==> config.mk <==
export PLATFORM = sky130hd
export DESIGN_NAME = result_ascii_tx_flat
export DESIGN_NICKNAME = d
export VERILOG_FILES = /design/src/rtl/calc_pkg.sv /design/src/rtl/result_ascii_tx_if.sv /design/src/rtl/bin2bcd_seq.sv /design/src/rtl/result_ascii_tx.sv /design/src/flat_wrapper.sv
export SDC_FILE = /design/constraint.sdc
export NUM_CORES = 1
export LEC_CHECK = 0
export BUFFER_PORTS_ARGS = -buffer_cell sky130_fd_sc_hd__buf_2
export CORE_MARGIN = 4
export CORE_UTILIZATION = 25
export DETAILED_ROUTE_END_ITERATION = 10
export PLACE_DENSITY_LB_ADDON = 0.08
export RECOVER_POWER = 25
export SYNTH_ARGS = -nofsm -noshare
export SYNTH_HDL_FRONTEND = slang
export SYNTH_SLANG_ARGS = --single-unit
==> constraint.sdc <==
create_clock -name clk -period 6.4 [get_ports clk]
set_input_delay 0.96 -clock clk [delete_from_list [all_inputs] [get_ports clk]]
set_output_delay 0.96 -clock clk [all_outputs]
set_load 0.01 [all_outputs]
==> src/rtl/calc_pkg.sv <==
// Shared definitions for the calculator datapath: ASCII bytes, status and mode
// encodings, and the result transmitter's FSM states.
package calc_pkg;

  localparam logic [7:0] CH_CR    = 8'h0D;
  localparam logic [7:0] CH_LF    = 8'h0A;
  localparam logic [7:0] CH_MINUS = 8'h2D;
  localparam logic [7:0] CH_DOT   = 8'h2E;
  localparam logic [7:0] CH_0     = 8'h30;
  localparam logic [7:0] CH_E     = 8'h45;
  localparam logic [7:0] CH_R     = 8'h52;
  localparam logic [7:0] CH_O     = 8'h4F;
  localparam logic [7:0] CH_V     = 8'h56;
  localparam logic [7:0] CH_F     = 8'h46;

  typedef enum logic [1:0] {
    NOT_COMPLETE = 2'd0,
    COMPLETE     = 2'd1,
    INVALID      = 2'd2
  } status_e;

  typedef enum logic [1:0] {
    MODE_SIN   = 2'd0,
    MODE_COS   = 2'd1,
    MODE_PRIME = 2'd2,
    MODE_SQRT  = 2'd3
  } mode_e;

  typedef enum logic [2:0] {IDLE, CONV, LOAD, SEND, DONE} state_e;

  typedef enum logic [1:0] {MSG_NUM, MSG_ERR, MSG_OVF} msg_e;

  function automatic logic [7:0] ascii_digit(input logic [3:0] d);
    return CH_0 | {4'h0, d};
  endfunction

endpackage

==> src/rtl/result_ascii_tx_if.sv <==
// Request side (start/status/value) and UART byte stream of result_ascii_tx.
interface result_ascii_tx_if;
  logic        start;
  logic [1:0]  status;
  logic [15:0] value;
  logic        frac_en;
  logic [7:0]  tx_data;
  logic        tx_valid;
  logic        tx_ready;
  logic        busy;
  logic        done;

  modport master (
    output start, status, value, frac_en, tx_ready,
    input  tx_data, tx_valid, busy, done
  );

  modport slave (
    input  start, status, value, frac_en, tx_ready,
    output tx_data, tx_valid, busy, done
  );
endinterface

==> src/rtl/bin2bcd_seq.sv <==
// Sequential double-dabble: 14-bit binary to 4 BCD digits, one shift per cycle.
// The first shift happens on the start edge, so done pulses 14 cycles after start.
module bin2bcd_seq (
  input  logic        clk,
  input  logic        rst_n,
  input  logic        start,
  input  logic [13:0] bin,
  output logic [15:0] bcd,
  output logic        done
);

  logic [13:0] sh_q;
  logic [3:0]  cnt_q;
  logic        run_q;
  logic [11:0] adj;

  // The thousands digit is at most 4 before the last shift, so it never needs the +3.
  always_comb begin
    adj = bcd[11:0];
    for (int i = 0; i < 3; i++) begin
      if (bcd[i*4 +: 4] >= 4'd5) adj[i*4 +: 4] = bcd[i*4 +: 4] + 4'd3;
    end
  end

  always_ff @(posedge clk) begin
    if (!rst_n) begin
      bcd   <= '0;
      sh_q  <= '0;
      cnt_q <= '0;
      run_q <= 1'b0;
      done  <= 1'b0;
    end else begin
      done <= 1'b0;
      if (start) begin
        bcd   <= {15'd0, bin[13]};
        sh_q  <= {bin[12:0], 1'b0};
        cnt_q <= 4'd13;
        run_q <= 1'b1;
      end else if (run_q) begin
        bcd   <= {bcd[14:12], adj, sh_q[13]};
        sh_q  <= {sh_q[12:0], 1'b0};
        cnt_q <= cnt_q - 4'd1;
        if (cnt_q == 4'd1) begin
          run_q <= 1'b0;
          done  <= 1'b1;
        end
      end
    end
  end

endmodule

==> src/rtl/result_ascii_tx.sv <==
// Formats a signed calculator result (or ERR/OVF) as an ASCII line ending in
// CR LF and streams it byte by byte over a valid/ready handshake.
module result_ascii_tx
  import calc_pkg::*;
#(
  parameter int FRAC_DIGITS = 3,
  parameter int MAX_MAG     = 9999
) (
  input logic               clk,
  input logic               rst_n,
  result_ascii_tx_if.slave  bus
);

  localparam logic [15:0] MAX_MAG_W = 16'(MAX_MAG);

  state_e      state_q;
  msg_e        msg_q;
  logic        neg_q;
  logic        frac_q;
  logic [7:0]  buf_q [8];
  logic [3:0]  len_q;
  logic [2:0]  idx_q;
  logic [7:0]  tx_data_q;
  logic        tx_valid_q;
  logic        busy_q;
  logic        done_q;

  logic [15:0] mag;
  logic        bcd_start;
  logic [15:0] bcd;
  logic        bcd_done;

  logic [7:0]  asm_buf [8];
  logic [3:0]  asm_len;
  logic [3:0]  n;
  logic [3:0]  d;
  logic        seen;

  // -32768 stays 0x8000 here, which is above any legal MAX_MAG and prints OVF.
  assign mag       = bus.value[15] ? (~bus.value + 16'd1) : bus.value;
  assign bcd_start = (state_q == IDLE) && bus.start && (bus.status == COMPLETE) &&
                     (mag <= MAX_MAG_W);

  bin2bcd_seq u_bcd (
    .clk   (clk),
    .rst_n (rst_n),
    .start (bcd_start),
    .bin   (mag[13:0]),
    .bcd   (bcd),
    .done  (bcd_done)
  );

  // NOTE: blocking assignments are required here; n is a write pointer that
  // advances within a single evaluation of the block.
  always_comb begin
    asm_buf = '{default: 8'h00};
    n       = 4'd0;
    d       = 4'd0;
    seen    = 1'b0;
    case (msg_q)
      MSG_ERR: begin
        asm_buf[0] = CH_E; asm_buf[1] = CH_R; asm_buf[2] = CH_R;
        n = 4'd3;
      end
      MSG_OVF: begin
        asm_buf[0] = CH_O; asm_buf[1] = CH_V; asm_buf[2] = CH_F;
        n = 4'd3;
      end
      default: begin
        if (neg_q) begin
          asm_buf[0] = CH_MINUS;
          n = 4'd1;
        end
        for (int i = 3; i >= 0; i--) begin
          d = bcd[i*4 +: 4];
          if (frac_q && (i < FRAC_DIGITS)) begin
            if (i == FRAC_DIGITS - 1) begin
              asm_buf[n[2:0]] = CH_DOT;
              n = n + 4'd1;
            end
            asm_buf[n[2:0]] = ascii_digit(d);
            n = n + 4'd1;
          end else if ((d != 4'd0) || seen || (i == (frac_q ? FRAC_DIGITS : 0))) begin
            asm_buf[n[2:0]] = ascii_digit(d);
            n    = n + 4'd1;
            seen = 1'b1;
          end
        end
      end
    endcase
    asm_buf[n[2:0]]        = CH_CR;
    asm_buf[n[2:0] + 3'd1] = CH_LF;
    asm_len                = n + 4'd2;
  end

  always_ff @(posedge clk) begin
    if (!rst_n) begin
      state_q    <= IDLE;
      msg_q      <= MSG_NUM;
      neg_q      <= 1'b0;
      frac_q     <= 1'b0;
      len_q      <= '0;
      idx_q      <= '0;
      tx_data_q  <= '0;
      tx_valid_q <= 1'b0;
      busy_q     <= 1'b0;
      done_q     <= 1'b0;
      // NOTE: the frame buffer is cleared too, so an aborted frame leaves nothing behind.
      buf_q      <= '{default: 8'h00};
    end else begin
      case (state_q)
        IDLE: begin
          if (bus.start && (bus.status != NOT_COMPLETE)) begin
            neg_q  <= bus.value[15];
            frac_q <= bus.frac_en;
            busy_q <= 1'b1;
            if (bus.status[1]) begin
              msg_q   <= MSG_ERR;
              state_q <= LOAD;
            end else if (mag > MAX_MAG_W) begin
              msg_q   <= MSG_OVF;
              state_q <= LOAD;
            end else begin
              msg_q   <= MSG_NUM;
              state_q <= CONV;
            end
          end
        end
        CONV: if (bcd_done) state_q <= LOAD;
        LOAD: begin
          buf_q      <= asm_buf;
          len_q      <= asm_len;
          idx_q      <= '0;
          tx_data_q  <= asm_buf[0];
          tx_valid_q <= 1'b1;
          state_q    <= SEND;
        end
        SEND: begin
          if (bus.tx_ready) begin
            if ({1'b0, idx_q} == len_q - 4'd1) begin
              tx_valid_q <= 1'b0;
              busy_q     <= 1'b0;
              done_q     <= 1'b1;
              state_q    <= DONE;
            end else begin
              idx_q     <= idx_q + 3'd1;
              tx_data_q <= buf_q[idx_q + 3'd1];
            end
          end
        end
        DONE: begin
          done_q  <= 1'b0;
          state_q <= IDLE;
        end
        default: state_q <= IDLE;
      endcase
    end
  end

  assign bus.tx_data  = tx_data_q;
  assign bus.tx_valid = tx_valid_q;
  assign bus.busy     = busy_q;
  assign bus.done     = done_q;

endmodule

==> src/flat_wrapper.sv <==
// flat-port wrapper written by rule: the top's interface ports become plain ports
module result_ascii_tx_flat import calc_pkg::*;
#(
  parameter int FRAC_DIGITS = 3,
  parameter int MAX_MAG     = 9999
)
  (clk, rst_n, bus_start, bus_status, bus_value, bus_frac_en, bus_tx_ready, bus_tx_data, bus_tx_valid, bus_busy, bus_done);
  result_ascii_tx_if bus_i ();
  input logic clk;
  input logic rst_n;
  input wire logic [$bits(bus_i.start)-1:0] bus_start;
  input wire logic [$bits(bus_i.status)-1:0] bus_status;
  input wire logic [$bits(bus_i.value)-1:0] bus_value;
  input wire logic [$bits(bus_i.frac_en)-1:0] bus_frac_en;
  input wire logic [$bits(bus_i.tx_ready)-1:0] bus_tx_ready;
  output wire logic [$bits(bus_i.tx_data)-1:0] bus_tx_data;
  output wire logic [$bits(bus_i.tx_valid)-1:0] bus_tx_valid;
  output wire logic [$bits(bus_i.busy)-1:0] bus_busy;
  output wire logic [$bits(bus_i.done)-1:0] bus_done;
  assign bus_i.start = bus_start;
  assign bus_i.status = bus_status;
  assign bus_i.value = bus_value;
  assign bus_i.frac_en = bus_frac_en;
  assign bus_i.tx_ready = bus_tx_ready;
  assign bus_tx_data = bus_i.tx_data;
  assign bus_tx_valid = bus_i.tx_valid;
  assign bus_busy = bus_i.busy;
  assign bus_done = bus_i.done;
  result_ascii_tx #(.FRAC_DIGITS(FRAC_DIGITS), .MAX_MAG(MAX_MAG)) u_core (.clk(clk), .rst_n(rst_n), .bus(bus_i));
endmodule
==> results of run 1 <==
==> registers in the layout (all words and copies together) (netlist names), 2 cells and up <==
| signal | cells |
|---|---|
| u_core.len_q | 4 |
| u_core.u_bcd.sh_q | 13 |
| u_core.idx_q | 3 |
| u_core.u_bcd.cnt_q | 4 |
| u_core.buf_q | 45 |
| u_core.bus.tx_data | 7 |
| u_core.msg_q | 2 |
| u_core.state_q | 3 |
| u_core.u_bcd.bcd | 16 |
==> how the worst max path moves through the flow <==
stage	slack (ps)	endpoint	depth (start not counted)
floorplan	790	u_core.bus.tx_data[3]	26
finish	840	u_core.buf_q[29]	21
global placement	1090	u_core.buf_q[24]	21
CTS	940	u_core.buf_q[24]	21
global route	440	u_core.buf_q[5]	18
detailed placement	960	u_core.buf_q[24]	21
==> metal layers <==
layer | routed length (µm) | vias up | part of all wire
met3 | 886 | 30 | 0.032
met5 | 0 | - | 0
met1 | 13300 | 3506 | 0.48
met4 | 627 | 0 | 0.022
li1 | - | 3532 | -
met2 | 13100 | 135 | 0.47
==> cells by family after synthesis <==
kind of cell | count (synthesis) | share of synthesized area
AOI/OAI and AO/OA | 307 | 0.268
xor gates and xnor gates | 29 | 0.0338
adders and majority gates | 27 | 0.0450
buffers and inverters | 113 | 0.0591
DFF | 104 | 0.277
muxes | 52 | 0.0886
other | 1 | 0.000499
and+or+nand+nor | 351 | 0.227
==> synth_stat cells, types with 7 or more instances <==
cell        n
nand4_1     8
dfxtp_1   104
and2_1      7
nand2b_1   16
o211ai_1   17
mux2i_1    35
a21oi_1    76
xor2_1      9
nor2_1     97
a31oi_1    16
nand2_1   127
nand3_1    24
nor2b_1     9
inv_1      38
mux4_2     11
xnor2_1    20
a211oi_1   19
o21ai_0    80
clkbuf_1   62
ha_1       27
a22oi_1    14
nor3_1     16
a21o_1      7
buf_2       7
==> worst reg2reg max path, stage by stage (launching register included) <==
cell and delay, ps:
dfxtp_1 400, or2_2 320, or4_1 510, ha_1 390, inv_1 130, o21ai_2 100, o211ai_2 320, inv_2 130
ha_1 370, a31oi_1 270, a21oi_1 70, ha_1 280, nand2b_1 210, ha_1 260, inv_1 80, a41o_1 90
a211oi_1 60, nor3_1 390, nor2_1 100, o21ai_0 610, o2111ai_1 230, a21oi_1 160
==> layout make-up <==
cell class	instances	area, µm²
sequential	104	2080
timing repair buffer	49	260
clock inverter	6	61.3
fill	3319	21400
clock buffer	10	239
multi-input combinational	767	4980
inverter	40	150
tap	390	488
==> report_power, final <==
group	switching (mW)	internal (mW)
Clock	0.297	0.286
Sequential	0.0319	0.688
Combinational	0.370	0.189
Total	0.698	1.16
==> results.py, run 1 <==
metrics = {
    "cts": {
        "cts_setup_buffers": 0,
        "ctsRootBufferMaster": "clkbuf_16",
        "clkLatencyLatePin_ps": 360,
        "clk_path_buf_depth": 2,
        "clk_pin_slew_worst_paths_ps": 90,
        "cts_tree": "built",
        "cts_buffers": 9,
        "h-tree-depth": 3,
        "cts.sink_count": 104,
        "cts_resized": 0,
        "holdBufCountCts": 0,
    },
    "setup_path": {
        "path_cells": "or2_2 -> or4_1 -> ha_1 -> inv_1 -> o21ai_2 -> o211ai_2 -> inv_2 -> ha_1 -> a31oi_1 -> a21oi_1 -> ha_1 -> nand2b_1 -> ha_1 -> inv_1 -> a41o_1 -> a211oi_1 -> nor3_1 -> nor2_1 -> o21ai_0 -> o2111ai_1 -> a21oi_1",
        "critical_path.endpoint_type": "flip-flop",
        "reg2reg_slack_ps": 840,
        "r2r_cells": 21,
        "setup.worst_path.start_class": "flip-flop",
        "crit_type": "reg2reg",
        "path_common_cell": "ha_1",
        "crit_slowest_cell": "o21ai_0",
        "cp_top_family": "compound AO/OA/AOI/OAI gates",
        "worst-endpoint-required_ps": 6660,
        "timing.rr.start": "u_core.u_bcd.bcd[14]",
        "crit_fanout": 7,
        "slowest_delay_ps": 600,
        "reg2reg_to": "u_core.buf_q[29]",
        "critPathBufInv": 3,
        "startpoint": "u_core.u_bcd.bcd[14]",
        "worstPathArrival_ps": 5830,
    },
    "global_route": {
        "use_met2": 0.270,
        "antenna_found_initial": 0,
        "track_usage": 0.166,
        "grt_first_pass_wirelength_mm": 43.0,
        "grt_util_met3": 0.0252,
        "grt_pass1_vias": 6987,
        "met1_usage": 0.228,
        "grt_max_degree": 45,
        "overflow": 0,
        "busiest_layer": "met2",
    },
    "synthesis": {
        "synth.net_count": 1034,
        "synth_seq_cells": 104,
        "synthFlopType": "dfxtp_1",
        "synth_top_area_share": 0.277,
        "synth-seq-area-share": 0.277,
        "synth-edff-count": 0,
        "yosysTopAreaCell": "dfxtp_1",
        "syn-cell-area_um2": 7510,
        "ys_types": 89,
        "netlist_top_cells_area": "dfxtp_1, nand2_1, o21ai_0, a21oi_1, nor2_1",
        "ys_warn_count": 0,
        "synth_area_per_cell_um2": 7.63,
        "async_reset_ff_frac": 0,
        "synthCells": 984,
    },
    "route": {
        "routed_wl_mm": 28.0,
        "avgViaCountPerCell": 5.27,
        "drcViolationCount": 0,
        "drt_pass1_iterations": 6,
        "drt-initial-drc-count": 489,
        "routedWlPerCell_um": 20.5,
        "detail-route-antenna-nets": 0,
        "vias": 7203,
    },
    "sta": {
        "fmax_mhz": 180,
        "finalWorstSetupSlack_ps": 835,
        "relSlewSlack": -0.659,
        "worst_pin_slew_ps": 2490,
        "setup_viol": 0,
        "setup_tns_ps": 0,
        "fin_crit_ps": 5560,
        "timing.hold.ws_ps": 444,
        "finalMaxSlewViolations": 83,
        "finalClockSkew_ps": 17.0,
        "final_hold_viol_count": 0,
        "finalCritPeriodShare": 0.869,
        "grt_setup_unrepaired": "no",
    },
    "floorplan": {
        "die_x_um": 181,
        "die_area_um2": 32900,
        "die_y_um": 181,
        "rows": 63,
        "coreArea_um2": 29600,
        "start_util": 0.253,
        "ios": 34,
    },
    "pwr": {
        "peakVddDrop_mv": 0.153,
        "p_leak_nw": 2.91,
        "power_mw": 1.86,
        "p_per_area_nw_per_um2": 225,
    },
    "status": {
        "outcome": "complete, but fails checks",
        "violations": "max-capacitance violations, max-slew violations",
    },
    "placed_design": {
        "hpwl_mm": 20.9,
        "placed_area_um2": 7990,
        "io_buffers": 32,
        "preCtsSetupSlack_ps": 958,
        "gp_congestion": 0.840,
        "dp.cells": 1350,
    },
    "cells_and_area": {
        "n_antenna_cell": 0,
        "final_cells": 1366,
        "post-route-cell-area_um2": 8260,
        "area_delta_synth_final_pct": 10.0,
        "drive_gt1_frac": 0.0963,
        "layout_common_cells": "nand2_1, dfxtp_1, nor2_1, o21ai_0, a21oi_1",
        "layout.nets": 1021,
        "final_util": 0.279,
        "final_common_cell": "nand2_1",
    },
    "hold_path": {
        "holdPathStages": 2,
        "min_path_type": "reg2reg",
        "min_from": "u_core.buf_q[56]",
        "whs_endpoint": "u_core.buf_q[56]",
    },
    "job": {
        "maxCapViolCount": 2,
    },
}
Power figures use the tool's default switching activity.
==> run 2: changes to the inputs <==
--- a/config.mk
+++ b/config.mk
@@ -8,9 +8,11 @@
 export BUFFER_PORTS_ARGS = -buffer_cell sky130_fd_sc_hd__buf_2
 export CORE_MARGIN = 4
 export CORE_UTILIZATION = 25
+export CTS_BUF_LIST = sky130_fd_sc_hd__clkbuf_8
 export DETAILED_ROUTE_END_ITERATION = 10
 export PLACE_DENSITY_LB_ADDON = 0.08
 export RECOVER_POWER = 25
+export REMOVE_ABC_BUFFERS = 1
 export SYNTH_ARGS = -nofsm -noshare
 export SYNTH_HDL_FRONTEND = slang
 export SYNTH_SLANG_ARGS = --single-unit
==> results.py, run 2 (synthesis results as in run 1) <==
metrics = {
    "sta": {
        "worst_pin_slew_ps": 1300,
        "setup_tns_ps": 0,
        "setup_viol": 0,
        "final_hold_viol_count": 0,
        "fmax_mhz": 177,
        "finalWorstSetupSlack_ps": 736,
        "fin_crit_ps": 5660,
        "finalMaxSlewViolations": 0,
        "relSlewSlack": 0.133,
        "finalCritPeriodShare": 0.885,
        "grt_setup_unrepaired": "no",
        "finalClockSkew_ps": 37.4,
    },
    "pwr": {
        "p_leak_nw": 2.85,
        "combPwrFrac": 0.325,
        "switching_share": 0.391,
        "switching_power_mw": 0.665,
        "p_int_mw": 1.04,
        "clkPwrFrac": 0.254,
        "p_per_area_nw_per_um2": 209,
        "power_mw": 1.70,
        "peakVddDrop_mv": 0.120,
        "pwr-share-seq": 0.421,
    },
    "status": {
        "outcome": "finished clean",
    },
    "cells_and_area": {
        "final-seq-area_um2": 2080,
        "n_antenna_cell": 0,
        "post-route-cell-area_um2": 8150,
        "layout_common_cells": "nand2_1, dfxtp_1, nor2_1, o21ai_0, a21oi_1",
        "largest_register_ffs": 45,
        "reg_top3": "u_core.buf_q: 45 flops, u_core.u_bcd.bcd: 16 flops, u_core.u_bcd.sh_q: 13 flops",
        "area_delta_synth_final_pct": 8.48,
        "multi_input_area_um2": 4980,
        "top_register": "u_core.buf_q",
        "nFillCells": 3345,
        "drive_gt1_frac": 0.0975,
        "layout.nets": 1019,
        "final_util": 0.275,
        "final_common_cell": "nand2_1",
    },
    "cts": {
        "holdBufCountCts": 0,
        "h-tree-depth": 3,
        "clk_path_buf_depth": 2,
        "cts_setup_buffers": 0,
        "clkLatencyLatePin_ps": 410,
        "cts_buffers": 9,
        "clk_pin_slew_worst_paths_ps": 130,
        "ctsRootBufferMaster": "clkbuf_8",
        "cts_resized": 0,
        "cts.sink_count": 104,
        "cts_tree": "built",
    },
    "global_route": {
        "grt_max_degree": 50,
        "grt_first_pass_wirelength_mm": 42.1,
        "overflow": 0,
        "antenna_found_initial": 0,
        "grt_pass1_vias": 6674,
        "track_usage": 0.162,
    },
    "route": {
        "drt-initial-drc-count": 520,
        "vias": 7097,
        "drcViolationCount": 0,
        "routedWlPerCell_um": 20.0,
        "drt_pass1_iterations": 5,
        "avgViaCountPerCell": 5.20,
        "detail-route-antenna-nets": 0,
        "routed_wl_mm": 27.3,
    },
    "placed_design": {
        "gp_congestion": 0.832,
        "placed_area_um2": 7980,
        "hpwl_mm": 20.3,
        "io_buffers": 32,
        "preCtsSetupSlack_ps": 839,
    },
    "setup_path": {
        "reg2reg_to": "u_core.buf_q[26]",
        "startpoint": "u_core.u_bcd.bcd[14]",
        "crit_fanout": 12,
        "worstPathArrival_ps": 6020,
        "worst-endpoint-required_ps": 6760,
        "r2r_cells": 20,
        "crit_type": "reg2reg",
        "critical_path.endpoint_type": "flip-flop",
        "reg2reg_slack_ps": 740,
        "setup.worst_path.start_class": "flip-flop",
        "crit_path_end": "u_core.buf_q[26]",
        "timing.rr.start": "u_core.u_bcd.bcd[14]",
    },
    "floorplan": {
        "rows": 63,
        "die_y_um": 181,
        "ios": 34,
        "die_x_um": 181,
        "start_util": 0.253,
        "coreArea_um2": 29600,
        "die_area_um2": 32900,
    },
    "hold_path": {
        "min_path_type": "reg2reg",
    },
    "job": {
        "maxCapViolCount": 0,
    },
}
run 2: cell types whose count changed in the layout (fill, tap and decap cells not counted), sizes merged:
cell / change
clkinvlp: +1
clkinv: -1
clkbuf: -2
run 2: final cells by class:
| class | instances | share of cell area |
|---|---|---|
| Multi-Input combinational cell | 767 | 0.611 |
| Timing Repair Buffer | 47 | 0.0307 |
| Clock inverter | 6 | 0.00706 |
| Inverter | 40 | 0.0184 |
| Clock buffer | 10 | 0.0169 |
| Sequential cell | 104 | 0.256 |
| Tap cell | 390 | 0.0599 |
run 2: worst min-delay path by stage:
stage                           from          endpoint  slack [ps]  depth (start not counted)
floorplan           u_core.buf_q[56]  u_core.buf_q[56]         420                          2
global placement    u_core.buf_q[56]  u_core.buf_q[56]         430                          2
detailed placement  u_core.buf_q[56]  u_core.buf_q[56]         440                          2
CTS                 u_core.buf_q[56]  u_core.buf_q[56]         460                          2
global route        u_core.buf_q[56]  u_core.buf_q[56]         480                          2
finish              u_core.buf_q[56]  u_core.buf_q[56]         450                          2
run 2: metal layers:
layer,global-route usage,share of wire,up-vias
li1,-,-,3535
met1,0.243,0.51,3389
met2,0.248,0.44,155
met3,0.0187,0.035,18
met4,0.0369,0.015,0
met5,0,0,-
run 2: power by group through the flow:
stage / registers (mW) / logic [mW] / clock network [mW]
final: 0.716 / 0.552 / 0.431
after floorplan: 0.732 / 0.357 / 0
after detailed placement: 0.730 / 0.552 / 0
after global routing: 0.721 / 0.606 / 0.471
after CTS: 0.716 / 0.554 / 0.455
after global placement: 0.731 / 0.558 / 0
run 2: critical path, cell delays in order (launching register included):
cell and delay, ps:
dfxtp_1 400, or2_2 310, or4_1 520, inv_1 120
ha_1 410, a21boi_1 480, o31ai_4 140, ha_1 360
a31oi_1 350, a21oi_1 90, ha_1 280, nand2b_1 210
ha_1 260, inv_1 80, a41o_1 90, a211oi_1 70
nor3_1 420, nor2_1 120, o21ai_0 530, a21boi_0 250
o21a_1 140
run 2: per-stage QoR:
step,hold slack [ps],cells
floorplan,418,911
CTS,455,1364
detailed placement,436,1348
global route,476,1364
global placement,433,1348
finish,455,1364
